**config.mk**
```make
export PLATFORM = sky130hd
export DESIGN_NAME = sub_serial_8bit
export DESIGN_NICKNAME = d
export VERILOG_FILES = /design/src/rtl/sub_pkg.sv /design/src/rtl/sub_nibble.sv /design/src/rtl/sub_serial_8bit.sv
export SDC_FILE = /design/constraint.sdc
export NUM_CORES = 1
export LEC_CHECK = 0
export BUFFER_PORTS_ARGS = -buffer_cell sky130_fd_sc_hd__buf_2
export CORE_MARGIN = 5
export CORE_UTILIZATION = 52
export DETAILED_ROUTE_END_ITERATION = 16
export GPL_TIMING_DRIVEN = 1
export PLACE_DENSITY = 0.84
export RECOVER_POWER = 25
export SLEW_MARGIN = 20
export SYNTH_ARGS = -nofsm -noshare
export SYNTH_HDL_FRONTEND = slang
export SYNTH_SLANG_ARGS = --single-unit
```
**constraint.sdc**
```tcl
create_clock -name clk -period 2.5 [get_ports clk]
set_input_delay 0 -clock clk [delete_from_list [all_inputs] [get_ports clk]]
set_output_delay 0 -clock clk [all_outputs]
set_load 0.005 [all_outputs]
```
**src/rtl/sub_pkg.sv**
```systemverilog
// sub_pkg: shared state encoding, default sizes and derived-size helpers for the nibble-serial subtractor
package sub_pkg;
    typedef enum logic [1:0] {IDLE, CALC, DONE} state_t;
    localparam int DEF_WIDTH = 8;
    localparam int DEF_NIBBLE = 4;
    function automatic int nib_count(input int width, input int nibble);
        return width / nibble;
    endfunction
    function automatic int cnt_width(input int n);
        return n > 1 ? $clog2(n) : 1;
    endfunction
endpackage

```
**src/rtl/sub_nibble.sv**
```systemverilog
// sub_nibble: combinational NIBBLE-bit subtractor with borrow in/out
module sub_nibble #(
    parameter int NIBBLE = 4
) (
    input  logic [NIBBLE-1:0] a,
    input  logic [NIBBLE-1:0] b,
    input  logic              bin,
    output logic [NIBBLE-1:0] diff,
    output logic              bout
);
    // One extra bit turns into the borrow: a negative result sets it
    assign {bout, diff} = {1'b0, a} - {1'b0, b} - {{NIBBLE{1'b0}}, bin};
endmodule

```
**src/rtl/sub_serial_8bit.sv**
```systemverilog
// sub_serial_8bit: nibble-serial din_one - din_two - bin with valid/ready handshakes
// Optional SUB_SIGNED_OVF_EN adds the signed-overflow output ovf.
module sub_serial_8bit
    import sub_pkg::*;
#(
    parameter int WIDTH = DEF_WIDTH,
    parameter int NIBBLE = DEF_NIBBLE
) (
    input  logic             clk,
    input  logic             rst,
    input  logic             in_valid,
    output logic             in_ready,
    input  logic [WIDTH-1:0] din_one,
    input  logic [WIDTH-1:0] din_two,
    input  logic             bin,
    output logic             out_valid,
    input  logic             out_ready,
    output logic [WIDTH-1:0] diff,
    output logic             bout
`ifdef SUB_SIGNED_OVF_EN
    ,
    output logic             ovf
`endif
);
    localparam int NC = nib_count(WIDTH, NIBBLE);
    localparam int CW = cnt_width(NC);
    if (WIDTH % NIBBLE != 0) begin : g_width_chk
        $error("WIDTH must be a multiple of NIBBLE");
    end
    state_t state, nxt;
    logic [WIDTH-1:0] a, b, diff_nxt;
    logic [CW-1:0] cnt;
    logic borrow, last, nb;
    logic [NIBBLE-1:0] nd;
    assign in_ready = state == IDLE;
    assign out_valid = state == DONE;
    assign last = cnt == CW'(NC - 1);
    // Operands shift down so the active nibble is always at the bottom
    sub_nibble #(.NIBBLE(NIBBLE)) u_nib (
        .a(a[NIBBLE-1:0]),
        .b(b[NIBBLE-1:0]),
        .bin(borrow),
        .diff(nd),
        .bout(nb)
    );
    // Result nibbles enter at the top; after NC shifts nibble 0 lands at the bottom
    assign diff_nxt = (diff >> NIBBLE) | (WIDTH'(nd) << (WIDTH - NIBBLE));
    always_ff @(posedge clk or posedge rst)
        if (rst) state <= IDLE;
        else state <= nxt;
    always_comb begin
        nxt = state;
        nxt = state == IDLE ? (in_valid ? CALC : IDLE) :
              state == CALC ? (last ? DONE : CALC) :
              (out_ready ? IDLE : DONE);
    end
    always_ff @(posedge clk or posedge rst)
        if (rst) begin
            a <= '0;
            b <= '0;
            cnt <= '0;
            borrow <= 1'b0;
            diff <= '0;
            bout <= 1'b0;
`ifdef SUB_SIGNED_OVF_EN
            ovf <= 1'b0;
`endif
        end else if (state == IDLE && in_valid) begin
            a <= din_one;
            b <= din_two;
            borrow <= bin;
            cnt <= '0;
        end else if (state == CALC) begin
            a <= a >> NIBBLE;
            b <= b >> NIBBLE;
            borrow <= nb;
            cnt <= cnt + CW'(1);
            diff <= diff_nxt;
            if (last) begin
                bout <= nb;
`ifdef SUB_SIGNED_OVF_EN
                // On the last nibble the bottom nibble of a/b holds the original MSBs
                ovf <= (a[NIBBLE-1] ^ b[NIBBLE-1]) & (nd[NIBBLE-1] ^ a[NIBBLE-1]);
`endif
            end
        end
endmodule

```
# Word-level counts from Yosys, hierarchy flattened
# Index checks and enable logic that the tools add are counted.
# word_totals
ff_bits,29
input_bits,21
out_inout_bits,11
elab_cells,32
# classes
addsub,3
n_eq_ne,2
n_mux,13
n_bitwise,2
n_reduce_logical,5
# ops
op,count
two-way mux 8 bit,4
two-way mux 2 bit,4
OR 4 x 8 -> 8 bit,1
two-way mux 1 bit,5
subtractor 4 x 4 -> 5 bit,1
subtractor 5 x 1 -> 5 bit,1
AND reduction 3 bit,1
equality test 2 x 1 -> 1 bit (second input constant),1
equality test 2 bit (second input constant),1
logical NOT 2 bit,1
AND reduction 2 bit,1
nonzero test 2 bit,1
adder 1 bit (second input constant),1
logical AND 1 bit,1
inverter 1 bit,1

# Depth between registers and ports, before layout
# Gate-level depths: netlist of the first run.
# depth
word_depth,4
ltp_mapped,8
depth_no_buf,8

# Hierarchy
# Synthesis of the first run repeated with hierarchy kept, for this count alone.
# unflattened
cells_unflattened,133
hier_area_um2,1585.3
# modules_own_cells
mod,n_inst,cells_per_inst,area_per_inst_um2,seq_area_each_um2
sub_serial_8bit,1,109,1377.6,725.7
sub_nibble,1,24,207.7,0.0

# Worst setup path after synthesis of the first run
# Ideal clock, no wire load.
# synth_path
path_type,flip-flop to flip-flop
from,register a[0]
to,register borrow
setup_time_ns,0.130
t_arrival_ns,1.785
t_required_ns,2.370
path_slack_ns,0.585
path_stages_with_launch,7
path_buffers,0
synth_period_minus_slack_ns,1.915
path_cell_list,dfrtp_1 -> fa_1 -> fa_1 -> nand2b_1 -> a21oi_1 -> xnor2_1 -> o21ai_0
# synth_between
elab_chain_cells,4
# synth_rtl
item,line_no,rtl
from (decl),sub_serial_8bit.sv:31,"logic [WIDTH-1:0] a, b, diff_nxt;"
from (signal assigned),sub_serial_8bit.sv:69,a <= din_one;
from (signal assigned),sub_serial_8bit.sv:74,a <= a >> NIBBLE;
subtractor 4 x 4 -> 5 bit,sub_nibble.sv:12,"assign {bout, diff} = {1'b0, a} - {1'b0, b} - {{NIBBLE{1'b0}}, bin};"
subtractor 5 x 1 -> 5 bit,sub_nibble.sv:12,
two-way mux 1 bit,sub_serial_8bit.sv:73,end else if (state == CALC) begin
two-way mux 1 bit,sub_serial_8bit.sv:68,end else if (state == IDLE && in_valid) begin
to (signal assigned),sub_serial_8bit.sv:71,borrow <= bin;
to (signal assigned),sub_serial_8bit.sv:76,borrow <= nb;
to (decl),sub_serial_8bit.sv:33,"logic borrow, last, nb;"
# Every way passes these cells. The select of a mux whose other input is x is not followed.
# A chain may end at the register's enable or synchronous reset.

# Final worst setup path of the first run
# Ends and elaborated chain as after synthesis.

==> results of run 1 <==
## critical path, delay by kind of cell, from the launching register on
| kind | cells | cell delay [ns] |
|---|---|---|
| fa+ha+maj | 2 | 0.92 |
| flops | 1 | 0.41 |
| compound gates | 2 | 0.27 |
| simple gates | 1 | 0.18 |
| xor+xnor | 1 | 0.15 |
## area by class of cell
class	count	area [um2]	share of cell area (%)
sequential	29	725.7	41.05
multi-input combinational	96	559.3	31.63
timing repair buffer	51	352.8	19.96
clock buffer	7	55.05	3.114
inverter	10	37.54	2.123
tap	30	37.54	2.123
## synthesized netlist by cell type
cell type	count
nor3b_2	1
buf_2	5
o21ai_0	14
ha_1	6
a21oi_1	2
buf_4	5
a221o_1	4
o21bai_1	1
nor3_1	4
xnor2_1	3
nand3b_1	1
a31oi_1	1
and2b_4	1
dfrtp_1	29
a22oi_1	5
nand2_1	44
fa_1	2
nand2b_1	2
nor2_1	5
inv_1	10
## power by group
group / switching [W] / internal [W]
logic: 0.000610 / 0.000495
clock network: 0.000154 / 0.000132
registers: 0.000140 / 0.000703
## sequential cells by signal, indices dropped and copies added, names as in the netlist
signal and count:
a 8, b 8, borrow 1, bout 1, cnt 1, diff 8, state 2
## how the worst min path moves through the flow
stage | from | to | slack (ns) | cells past startpoint
CTS | in_valid | b[4]$_DFFE_PP0P_ | 0.30 | 5
global placement | out_ready | state[1]$_DFF_PP0_ | 0.18 | 2
detailed placement | out_ready | state[1]$_DFF_PP0_ | 0.20 | 2
finish | in_valid | b[4]$_DFFE_PP0P_ | 0.31 | 5
global route | in_valid | b[4]$_DFFE_PP0P_ | 0.32 | 5
floorplan | rst | a[0]$_DFFE_PP0P_ | 0.08 | 1
## layer usage
metal  global-route usage (%)  part of all wire (%)  vias up  routed length (um)
met4                    8.182                   1.6        0                  47
met3                    6.918                   8.0       11                 238
li1                         -                     -      562                   -
met5                        0                     0        -                   0
met2                    33.03                    51       47                1517
met1                    19.60                    39      548                1156
## logic make-up (layout without fill, tap and decap cells)
kind of cell | count (synthesis) | count (layout) | share of synthesized area, %
xor gates and xnor gates | 3 | 3 | 1.897
buffers and inverters | 20 | 68 | 7.227
DFF | 29 | 29 | 52.39
and+or+nand+nor | 58 | 58 | 17.80
AOI/OAI and AO/OA | 27 | 27 | 12.38
adders and majority gates | 8 | 8 | 8.311
## per-stage QoR
stage	utilization, %	area (um2)	hold slack, ns	cells
after global placement	60.37	1523	0.1796	197
final	70.09	1768	0.3116	223
after detailed placement	60.37	1523	0.1957	197
after global routing	70.09	1768	0.3229	223
after CTS	70.09	1768	0.2995	223
after floorplan	-	1385	0.07811	145
==> flow_metrics.env, run 1 <==
export IMPL_outcome="complete, no violations"
export IMPL_grtUsageTotal_pct=18.64
export IMPL_nFillCells=193
export IMPL_slew_headroom_pct=29.28
export IMPL_n_antenna_cell=0
export IMPL_crit_arrival_ns=2.27
export IMPL_crit_type="reg -> reg"
export IMPL_floorplan_die_area_um2=3796
export IMPL_endpoint_kind="flop"
export IMPL_cts_tree="done"
export IMPL_synth_net_count=174
export IMPL_power_density_nw_per_um2=1264
export IMPL_io_pin_count=32
export IMPL_dr_total_vias=1168
export IMPL_nets=222
export IMPL_place_gp_congestion=0.7930
export IMPL_totalWireLength_um=2959
export IMPL_crit_path_max_fanout=2
export IMPL_cts_sinks=29
export IMPL_drt_iter0_drc=55
export IMPL_firstDrtPassIters=4
export IMPL_cts_resized=0
export IMPL_yosysUniqueCellTypes=20
export IMPL_drv_slew=0
export IMPL_ys_seq_area_share_pct=52.39
export IMPL_slowest_stage="fa_1"
export IMPL_r2r_cells=6
export IMPL_post_route_drc_count=0
export IMPL_place_port_buffers=31
export IMPL_syn_area_per_cell_um2=9.552
export IMPL_ant_nets=0
export IMPL_setup_violations_final=0
export IMPL_grt_setup_unrepaired="no"
export IMPL_die_w_um=61.61
export IMPL_cts_htree_levels=2
export IMPL_crit_chain="fa_1, fa_1, nand2b_1, a21oi_1, xnor2_1, o21ai_0"
export IMPL_yosys_area_top_type_share_pct=52.39
export IMPL_cts_hold_buffers=19
export IMPL_clk_pin_slew_ns=0.09
export IMPL_crit_start="a[0]$_DFFE_PP0P_"
export IMPL_finalPower_w=0.002234
export IMPL_cts_root_buf="clkbuf_4"
export IMPL_synthCells=145
export IMPL_hold_viol_final=0
export IMPL_tns_ns=0
export IMPL_dp_hpwl_um=1884
export IMPL_cp_data_required_time_ns=2.69
export IMPL_p_leak_nw=0.8919
export IMPL_start_util_pct=54.91
export IMPL_die_h_um=61.61
export IMPL_synth_ff_latch_count=29
export IMPL_preCtsSetupSlack_ns=0.4215
export IMPL_fin_skew_ns=0.009280
export IMPL_max_freq_ghz=0.4828
export IMPL_mostFrequentLayoutCell="nand2_1"
export IMPL_cp_slowest_stage_delay_ns=0.48
export IMPL_fin_crit_ns=2.071
export IMPL_timing_rr_end="borrow$_DFFE_PP0P_"
export IMPL_worstSkewPairLatency_ns=0.33
export IMPL_worstSetupEndpoint="borrow$_DFFE_PP0P_"
export IMPL_clock_path_buffers=2
export IMPL_core_area_um2=2522
export IMPL_yosysTopAreaCell="dfrtp_1"
export IMPL_cts_buffers=5
export IMPL_overflow=0
export IMPL_reg2reg_setup_slack_ns=0.43
export IMPL_area_growth_pct=27.64
export IMPL_synthTopCellsByArea="dfrtp_1 (52%), nand2_1 (12%), ha_1 (5.4%)"
export IMPL_syn_cell_area_um2=1385
export IMPL_layout_drive_gt1_share_pct=20.73
export IMPL_grt_max_degree=32
export IMPL_worst_pin_slew_ns=1.060
export IMPL_peakVddDrop_uv=907.5
export IMPL_hold_class="in -> reg"
export IMPL_post_cts_buffers=0
export IMPL_antenna_found_initial=0
export IMPL_grt_pass1_vias=1178
export IMPL_row_count=18
export IMPL_via_per_inst=5.238
export IMPL_grt_pass1_wl_um=5030
export IMPL_crit_top_cell="fa_1"
export IMPL_r2r_start="a[0]$_DFFE_PP0P_"
export IMPL_synth_warnings=0
export IMPL_final_cell_mix="nand2_1 (44), buf_2 (31), dfrtp_1 (29)"
export IMPL_cap_violations=0
export IMPL_finalCritPeriodShare_pct=82.86
export IMPL_routedWlPerCell_um=13.27
export IMPL_worstSetupStartpointType="flop"
export IMPL_setup_ws_ns=0.4285
(Power assumes the default switching activity.)
==> inputs of run 2 (changes only) <==
- clock period: 2.5 -> 2.03 ns (I/O delays scaled with it)
==> flow_metrics.env, run 2 (synthesis results as in run 1) <==
export IMPL_crit_type="reg -> reg"
export IMPL_firstDrtPassIters=4
export IMPL_hold_class="in -> reg"
export IMPL_crit_chain="inv_1, fa_2, fa_2, nand2b_4, a21oi_2, xnor2_1, o21ai_0"
export IMPL_p_leak_nw=0.9113
export IMPL_timing_rr_end="borrow$_DFFE_PP0P_"
export IMPL_power_density_nw_per_um2=1574
export IMPL_start_util_pct=54.91
export IMPL_setup_violations_final=0
export IMPL_preCtsSetupSlack_ns=-0.003660
export IMPL_r2r_start="borrow$_DFFE_PP0P_"
export IMPL_cts_htree_levels=2
export IMPL_crit_path_max_fanout=2
export IMPL_cts_sinks=29
export IMPL_ant_nets=0
export IMPL_hold_viol_final=0
export IMPL_cap_violations=0
export IMPL_cts_root_buf="clkbuf_4"
export IMPL_grt_pass1_wl_um=5092
export IMPL_cts_buffers=5
export IMPL_place_port_buffers=31
export IMPL_peakVddDrop_uv=952.3
export IMPL_overflow=0
export IMPL_worst_pin_slew_ns=0.6943
export IMPL_layout_drive_gt1_share_pct=23.98
export IMPL_grt_setup_unrepaired="no"
export IMPL_n_antenna_cell=0
export IMPL_area_growth_pct=30.26
export IMPL_min_path_cells=5
export IMPL_nets=225
export IMPL_final_cell_mix="nand2_1 (44), buf_2 (31), dfrtp_1 (29)"
export IMPL_drv_slew=0
export IMPL_cts_tree="done"
export IMPL_via_per_inst=5.031
export IMPL_max_freq_ghz=0.5258
export IMPL_grtUsageTotal_pct=19.35
export IMPL_mostFrequentLayoutCell="nand2_1"
export IMPL_worstSetupStartpointType="flop"
export IMPL_post_cts_buffers=0
export IMPL_fin_crit_ns=1.902
export IMPL_clock_path_buffers=2
export IMPL_grt_pass1_vias=1195
export IMPL_core_area_um2=2522
export IMPL_endpoint_kind="flop"
export IMPL_crit_arrival_ns=2.09
export IMPL_antenna_found_initial=0
export IMPL_crit_top_cell="fa_2"
export IMPL_post_route_drc_count=0
export IMPL_cp_data_required_time_ns=2.22
export IMPL_cp_slowest_stage_delay_ns=0.42
export IMPL_reg2reg_setup_slack_ns=0.13
export IMPL_row_count=18
export IMPL_floorplan_die_area_um2=3796
export IMPL_dr_total_vias=1137
export IMPL_totalWireLength_um=2983
export IMPL_clk_pin_slew_ns=0.08
export IMPL_r2r_cells=7
export IMPL_place_gp_congestion=0.8012
export IMPL_reg_largest_list="a: 8 flops, b: 8 flops, diff: 8 flops"
export IMPL_post_route_util_pct=71.53
export IMPL_slowest_stage="fa_2"
export IMPL_worstHoldEndpoint="a[4]$_DFFE_PP0P_"
export IMPL_tns_ns=0
export IMPL_fin_skew_ns=0.002287
export IMPL_die_w_um=61.61
export IMPL_worstSkewPairLatency_ns=0.32
export IMPL_outcome="complete, no violations"
export IMPL_finalCritPeriodShare_pct=93.68
export IMPL_routedWlPerCell_um=13.20
export IMPL_drt_iter0_drc=43
export IMPL_io_pin_count=32
export IMPL_slew_headroom_pct=53.71
export IMPL_setup_ws_ns=0.1282
export IMPL_die_h_um=61.61
export IMPL_grt_max_degree=30
export IMPL_min_from="in_valid"
export IMPL_dp_hpwl_um=1937
==> run 2: critical path, delay by kind of cell, from the launching register on <==
family / cells / cell delay [ns]
fa+ha+maj: 2 / 0.79
flops: 1 / 0.37
compound gates: 2 / 0.25
simple gates: 1 / 0.15
xor+xnor: 1 / 0.14
buf+inv: 1 / 0.07
==> run 2: worst max path at each step <==
stage / startpoint / to / slack [ns] / cells after the start
floorplan: a[0]$_DFFE_PP0P_ / borrow$_DFFE_PP0P_ / 0.11 / 6
CTS: a[0]$_DFFE_PP0P_ / borrow$_DFFE_PP0P_ / 0.05 / 6
global placement: a[0]$_DFFE_PP0P_ / borrow$_DFFE_PP0P_ / 0.06 / 6
finish: borrow$_DFFE_PP0P_ / borrow$_DFFE_PP0P_ / 0.13 / 7
detailed placement: a[0]$_DFFE_PP0P_ / borrow$_DFFE_PP0P_ / -0.004 / 6
global route: borrow$_DFFE_PP0P_ / borrow$_DFFE_PP0P_ / 0.02 / 7
==> run 2: final cells by class <==
cell class / instances / area, um2
Clock buffer: 7 / 55.05
Fill cell: 195 / 718.2
Inverter: 10 / 37.54
Multi-Input combinational cell: 96 / 575.6
Sequential cell: 29 / 725.7
Tap cell: 30 / 37.54
Timing Repair Buffer: 54 / 372.9
==> run 2: what timing repair did <==
action / in CTS / in global routing
setup endpoints to repair: 1 / 2
resized for setup: 1 / 3
pin swaps: 0 / 1
hold buffers: 19 / 0
hold endpoints to repair: 47 / 0
==> run 2: per-layer routing <==
layer / part of all wire [%] / wire length [um] / GRT usage [%] / up-vias
li1: - / - / - / 574
met3: 6.9 / 206 / 7.128 / 6
met4: 2.0 / 61 / 10.00 / 0
met5: 0 / 0 / 0 / -
met2: 50 / 1505 / 33.93 / 33
met1: 41 / 1209 / 20.03 / 524
==> run 2: per-stage QoR <==
| step | std cells | power (W) | hold WS (ns) | area [um2] |
|---|---|---|---|---|
| after floorplan | 145 | 0.002087 | 0.07811 | 1385 |
| after global placement | 200 | 0.002326 | 0.07607 | 1545 |
| after detailed placement | 200 | 0.002407 | 0.09473 | 1545 |
| after CTS | 226 | 0.002802 | 0.2390 | 1793 |
| after global routing | 226 | 0.003130 | 0.2927 | 1804 |
| final | 226 | 0.002841 | 0.2516 | 1804 |
==> run 2: where the power goes <==
group | total [W] | switching, W | internal [W]
sequential | 0.00104 | 0.000176 | 0.000866
combinational | 0.00145 | 0.000780 | 0.000669
clock | 0.000349 | 0.000186 | 0.000163
